--- src/rtl/dmem_arbiter.sv ---
`default_nettype none
// ============================================================================
// Module   : dmem_arbiter
// Purpose  : Round-robin arbiter that shares one single-port data memory
//            among NCORES requesters. One access at a time; each access runs
//            IDLE -> ACCESS (MEM_LAT cycles) -> DONE (one-cycle ACK pulse).
// Ports    : clk, rstn (async, active-low)
//            REQ_RD/REQ_WR [NCORES]     level requests, held until ACK
//            REQ_ADDR  [NCORES*AW]      slot i at [i*AW +: AW]
//            REQ_WDATA [NCORES*DW]      slot i at [i*DW +: DW]
//            ACK [NCORES]               one-hot completion pulse
//            RDATA, GRANT_ID, BUSY      status / read data to cores
//            MEM_ADDR, MEM_WDATA, MEM_RD, MEM_WR, MEM_RDATA   memory side
// Revision : 1.0  initial release
// ============================================================================
module dmem_arbiter #(
  parameter int NCORES  = 4,
  parameter int AW      = 16,
  parameter int DW      = 16,
  parameter int MEM_LAT = 2
) (
  input  logic                 clk,
  input  logic                 rstn,
  input  logic [NCORES-1:0]    REQ_RD,
  input  logic [NCORES-1:0]    REQ_WR,
  input  logic [NCORES*AW-1:0] REQ_ADDR,
  input  logic [NCORES*DW-1:0] REQ_WDATA,
  output logic [NCORES-1:0]    ACK,
  output logic [DW-1:0]        RDATA,
  output logic [2:0]           GRANT_ID,
  output logic                 BUSY,
  output logic [AW-1:0]        MEM_ADDR,
  output logic [DW-1:0]        MEM_WDATA,
  output logic                 MEM_RD,
  output logic                 MEM_WR,
  input  logic [DW-1:0]        MEM_RDATA
);

  localparam int CW = (MEM_LAT > 1) ? $clog2(MEM_LAT) : 1;

  typedef enum logic [1:0] {
    S_IDLE   = 2'd0,
    S_ACCESS = 2'd1,
    S_DONE   = 2'd2
  } state_t;

  state_t            r_state, w_state_n;
  logic [2:0]        r_ptr;
  logic [CW-1:0]     r_lat_cnt;
  logic              r_op_wr;
  logic [2:0]        r_gid;
  logic [DW-1:0]     r_rdata;
  logic [AW-1:0]     r_addr;
  logic [DW-1:0]     r_wdata;

  logic [NCORES-1:0]   w_reqv;
  logic [2*NCORES-1:0] w_dbl;
  logic [NCORES-1:0]   w_rot;
  logic                w_found;
  logic [2:0]          w_sel;
  logic [AW-1:0]       w_addr;
  logic [DW-1:0]       w_wdata;
  logic                w_wr;

  // (a + b) mod NCORES for small b, with a already in range.
  function automatic logic [2:0] wrap_add(input logic [2:0] a, input int b);
    int s;
    s = int'(a) + b;
    if (s >= NCORES) s = s - NCORES;
    return 3'(s);
  endfunction

  // Rotate the request vector so bit k is slot (ptr+k); the lowest set bit
  // of the rotated vector is the round-robin winner.
  always_comb begin
    w_reqv  = REQ_RD | REQ_WR;
    w_dbl   = {w_reqv, w_reqv};
    w_rot   = NCORES'(w_dbl >> r_ptr);
    w_found = 1'b0;
    w_sel   = '0;
    for (int k = NCORES - 1; k >= 0; k--) begin
      if (w_rot[k]) begin
        w_found = 1'b1;
        w_sel   = wrap_add(r_ptr, k);
      end
    end
    w_addr  = '0;
    w_wdata = '0;
    w_wr    = 1'b0;
    for (int i = 0; i < NCORES; i++) begin
      if (w_sel == 3'(i)) begin
        w_addr  = REQ_ADDR[i*AW +: AW];
        w_wdata = REQ_WDATA[i*DW +: DW];
        w_wr    = REQ_WR[i];  // write wins when both strobes are set
      end
    end
  end

  // State register
  always_ff @(posedge clk or negedge rstn) begin
    if (!rstn) r_state <= S_IDLE;
    else       r_state <= w_state_n;
  end

  // Next state and state-decoded outputs
  always_comb begin
    w_state_n = r_state;
    case (r_state)
      S_IDLE:   if (w_found) w_state_n = S_ACCESS;
      S_ACCESS: if (r_lat_cnt == '0) w_state_n = S_DONE;
      S_DONE:   w_state_n = S_IDLE;
      default:  w_state_n = S_IDLE;
    endcase
    ACK = '0;
    for (int i = 0; i < NCORES; i++) begin
      ACK[i] = (r_state == S_DONE) && (r_gid == 3'(i));
    end
    BUSY   = (r_state != S_IDLE);
    // Strobes decode straight from state so an async reset drops them at once.
    MEM_RD = (r_state == S_ACCESS) && !r_op_wr;
    MEM_WR = (r_state == S_ACCESS) &&  r_op_wr;
  end

  // Datapath: latched access, latency counter, read data, round-robin pointer
  always_ff @(posedge clk or negedge rstn) begin
    if (!rstn) begin
      r_ptr     <= '0;
      r_lat_cnt <= '0;
      r_op_wr   <= 1'b0;
      r_gid     <= '0;
      r_rdata   <= '0;
      r_addr    <= '0;
      r_wdata   <= '0;
    end else begin
      case (r_state)
        S_IDLE: begin
          if (w_found) begin
            r_addr    <= w_addr;
            r_wdata   <= w_wdata;
            r_op_wr   <= w_wr;
            r_gid     <= w_sel;
            r_lat_cnt <= CW'(MEM_LAT - 1);
          end
        end
        S_ACCESS: begin
          if (r_lat_cnt == '0) begin
            if (!r_op_wr) r_rdata <= MEM_RDATA;
          end else begin
            r_lat_cnt <= r_lat_cnt - 1'b1;
          end
        end
        S_DONE: r_ptr <= wrap_add(r_gid, 1);
        default: ;
      endcase
    end
  end

  assign RDATA     = r_rdata;
  assign GRANT_ID  = r_gid;
  assign MEM_ADDR  = r_addr;
  assign MEM_WDATA = r_wdata;

endmodule
`default_nettype wire

--- config.mk ---
export PLATFORM = sky130hd
export DESIGN_NAME = dmem_arbiter
export DESIGN_NICKNAME = d
export VERILOG_FILES = /design/src/rtl/dmem_arbiter.sv
export SDC_FILE = /design/constraint.sdc
export NUM_CORES = 1
export LEC_CHECK = 0
export CORE_UTILIZATION = 39
export CTS_BUF_LIST = sky130_fd_sc_hd__clkbuf_8
export CTS_CLUSTER_DIAMETER = 40
export DETAILED_ROUTE_END_ITERATION = 10
export HOLD_SLACK_MARGIN = 0.05
export PLACE_DENSITY_LB_ADDON = 0.15
export SYNTH_ARGS = -nofsm -noshare
export SYNTH_HDL_FRONTEND = slang
export SYNTH_SLANG_ARGS = --single-unit
--- constraint.sdc ---
create_clock -name clk -period 2.8 [get_ports clk]
set_clock_uncertainty 0.05 [all_clocks]
set_input_delay 0.56 -clock clk [delete_from_list [all_inputs] [get_ports clk]]
set_output_delay 0.56 -clock clk [all_outputs]
set_load 0.1 [all_outputs]
==> summary.md <==
| Metric | Value |
|---|---|
| Final hold vios | `0` |
| Initial antenna violation count | `0` |
| Die X | `96.7 µm` |
| Worst Path Buf+Inv | `2` |
| Initial DRC count | `99` |
| Core area | `8720 µm²` |
| Largest family of logic cells by synthesized area | `multiplexers` |
| Clk slew on worst S/H paths | `0.07 ns` |
| Finished Layout Cells | `669` |
| Area share of xor/xnor cells in the synthesized design | `0%` |
| FFs w/ async S/R, synth | `100%` |
| Syn Area/Cell | `10.9 µm²` |
| Area delta synth->final | `74.3%` |
| DIE AREA | `9360 µm²` |
| Startpoint Class | `input pin` |
| Hold Crit Class | `input pin to async pin` |
| Initial Util | `40.1%` |
| Complex-gate fraction of the synthesized area | `14.6%` |
| Total track usage | `24.3%` |
| Share of layout cells above drive strength 1 | `26.6%` |
| Netlist cell types | `41` |
| Clk sinks | `58` |
| Filler cell count | `675` |
| Mux cell area share after synthesis | `24.1%` |
| Sequential fraction of the synthesis area | `41.5%` |
| Mapped Nets | `482` |
| Syn Inst Count | `322` |
| Remaining antenna violation count after routing | `0` |
| Worst-Margin Slew | `0.602 ns` |
| Setup violators final | `0` |
| Post-DP HPWL | `8.83 mm` |
| Area of the mapped netlist | `3500 µm²` |
| CTS tree | `built` |
| Gr ovfl total | `0` |
| Fmax | `371 MHz` |
| I/O Buffers | `211` |
| Most common cell in the netlist | `mux2i_1` |
| Crit path arrival time | `2.84 ns` |
| Main synth FF type | `dfrtp_1` |
| Largest area contributor in the netlist | `dfrtp_1` |
| Nets | `716` |
| CP endpoint kind | `flip-flop` |
| Routed Wire Length | `11.7 mm` |
| Post-synthesis adder-cell area fraction | `2.14%` |
| Htree depth | `3` |
| Vias in the first global route | `3600` |
| Num rows | `34` |
| DR vias | `3535` |
| First-pass DRT Iterations | `4` |
| Share of the synthesized area in the top cell type | `41.5%` |
| Reg2reg path depth | `8` |
| #FFs+latches synth | `58` |
| Average wire per standard cell | `17.4 µm` |
| Crit-path slowest cell | `or4_4` |
| N_diodes | `0` |
| Final worst path period need | `2.70 ns` |
| Ys Warns | `0` |
| Clk Latency, worst-skew pair | `0.33 ns` |
| Hold_buf cts | `0` |
| Post-Synth Simple-Gate Area | `11.5%` |
| WS Path Type | `input pin to flip-flop` |
| Critical path fanouts, max | `12` |
| Worst path depth | `9` |
| Max_slew headroom | `59.9%` |
| First-pass GRT wire length | `18.1 mm` |
| Fin. max-slew vios | `0` |
| Period utilization | `96.3%` |
| Max-cap violations | `0` |
| Ranking of synthesized cells by area | `dfrtp_1 41%, mux2i_1 18%, o221ai_1 8.0%, mux2_2 5.8%, nand2_1 4.5%` |
| Inst Count DP | `649` |
| Clk root buf | `clkbuf_8` |
| Largest net degree at the start of global routing | `28` |
| DRC | `0` |
| Via-to-Cell Ratio | `5.28` |
| Synth top cells by count | `64 x mux2i_1, 58 x dfrtp_1, 42 x nand2_1` |
| # IOs | `212` |
| WP data required | `2.94 ns` |
| Longest Clk Path Bufs | `2` |
| Critical path's largest stage delay | `0.54 ns` |
| Die Y | `96.7 µm` |
| Total CTS buffers | `9` |
| Status | `finished clean` |
| Post-synth EDFFs | `0` |
| Final Wtd Congestion | `0.858` |
| Critical path, cell by cell | `clkdlybuf4s50_1 > nor3_2 > a211oi_2 > or4_4 > nor2_4 > a21o_4 > clkbuf_16 > mux2i_1 > o221ai_1` |
| Largest delay share family, worst path | `simple AND/OR/NAND/NOR gates` |
-- worst register-to-register path, delay by kind of cell (launching register included) --
kind,cells,cell delay [ns]
simple gates,4,1.20
flops,1,0.45
compound gates,2,0.39
buf+inv,1,0.23
mux,1,0.21
-- per-layer routing --
layer  up-vias  track usage (%)  routed length (µm)
met5         -                0                   0
met4         0             10.3                 318
met3        22             7.30                 751
met2       137             41.9                5930
met1      1708             27.9                4670
li1       1668                -                   -
-- state kept, by name, indices dropped and copies added, names as in the netlist --
name       flops
MEM_ADDR      16
r_state        2
r_lat_cnt      1
r_ptr          3
r_op_wr        1
RDATA         16
MEM_WDATA     16
GRANT_ID       3
-- area by class of cell --
class	count	area (µm²)	share of cell area [%]
Multi-Input combinational cell	234	1920	31.5
Clock buffer	10	138	2.26
Sequential cell	58	1450	23.8
Inverter	8	30.0	0.492
Clock inverter	6	66.3	1.09
Tap cell	108	135	2.21
Timing Repair Buffer	245	2360	38.7
-- cell families (layout without fill, tap and decap cells) --
| group | Yosys count | count (layout) |
|---|---|---|
| buf+inv | 30 | 269 |
| fa+ha+maj | 6 | 6 |
| mux | 82 | 82 |
| flops | 58 | 58 |
| simple gates | 83 | 83 |
| compound gates | 63 | 63 |
-- cell usage in the layout (no fill, tap or decap), drive strengths merged --
cell           netlist  final
a211oi               4      4
a21boi               1      1
a21o                 3      3
a21oi                6      6
a31o                 1      1
and2                 1      1
and4b                1      1
buf                  8     90
bufinv               0      1
clkbuf              14     13
clkdlybuf4s50        0    150
clkinv               0      2
clkinvlp             0      3
dfrtp               58     58
dlymetal6s2s         0      2
ha                   6      6
inv                  8      8
mux2                18     18
mux2i               64     64
nand2               42     42
nand2b               4      4
nand3                1      1
nand4                1      1
nor2                10     10
nor2b                1      1
nor3                 8      8
nor3b                6      6
nor4                 1      1
o21a                 3      3
o21ai                8      8
o221ai              32     32
o22a                 1      1
o22ai                1      1
o2bb2ai              1      1
o32ai                1      1
o41ai                1      1
or2                  4      4
or3b                 1      1
or4                  2      2
-- worst paths after layout --
path	start	endpoint	slack, ns
setup / recovery	REQ_WR[0]	MEM_ADDR[8]	0.10
hold / removal	rstn	MEM_ADDR[6]	0.08
setup reg to reg	r_ptr[0]	MEM_ADDR[8]	0.14
hold reg to reg	MEM_WDATA[9]	MEM_WDATA[9]	0.45
max in group asynchronous	rstn	r_ptr[1]	1.97
min in group clk	MEM_WDATA[9]	MEM_WDATA[9]	0.45
-- through the flow --
stage	setup WS, ns	TNS [ns]	utilization (%)	cell area [µm²]	hold slack [ns]
after floorplan	0.0961	0	-	3540	0.214
after global placement	-0.354	-10.15	66.2	5770	0.423
after detailed placement	-0.398	-11.01	66.2	5770	0.427
after CTS	0.0172	0	68.6	5980	0.0715
after global routing	-0.00384	-0.00396	70.0	6100	0.0869
final	0.103	0	70.0	6100	0.0773
-- what timing repair did --
action | 4_1_cts | 5_1_grt
setup endpoints to repair | 13 | 23
hold endpoints to repair | 0 | 0
cloned | 0 | 3
gates resized for setup | 1 | 10
setup buffers | 0 | 1
pin swaps | 2 | 7
Power is left out: the tool's default activity adds up to more than one toggle a clock period on the data nets, which glitch-free logic cannot reach.
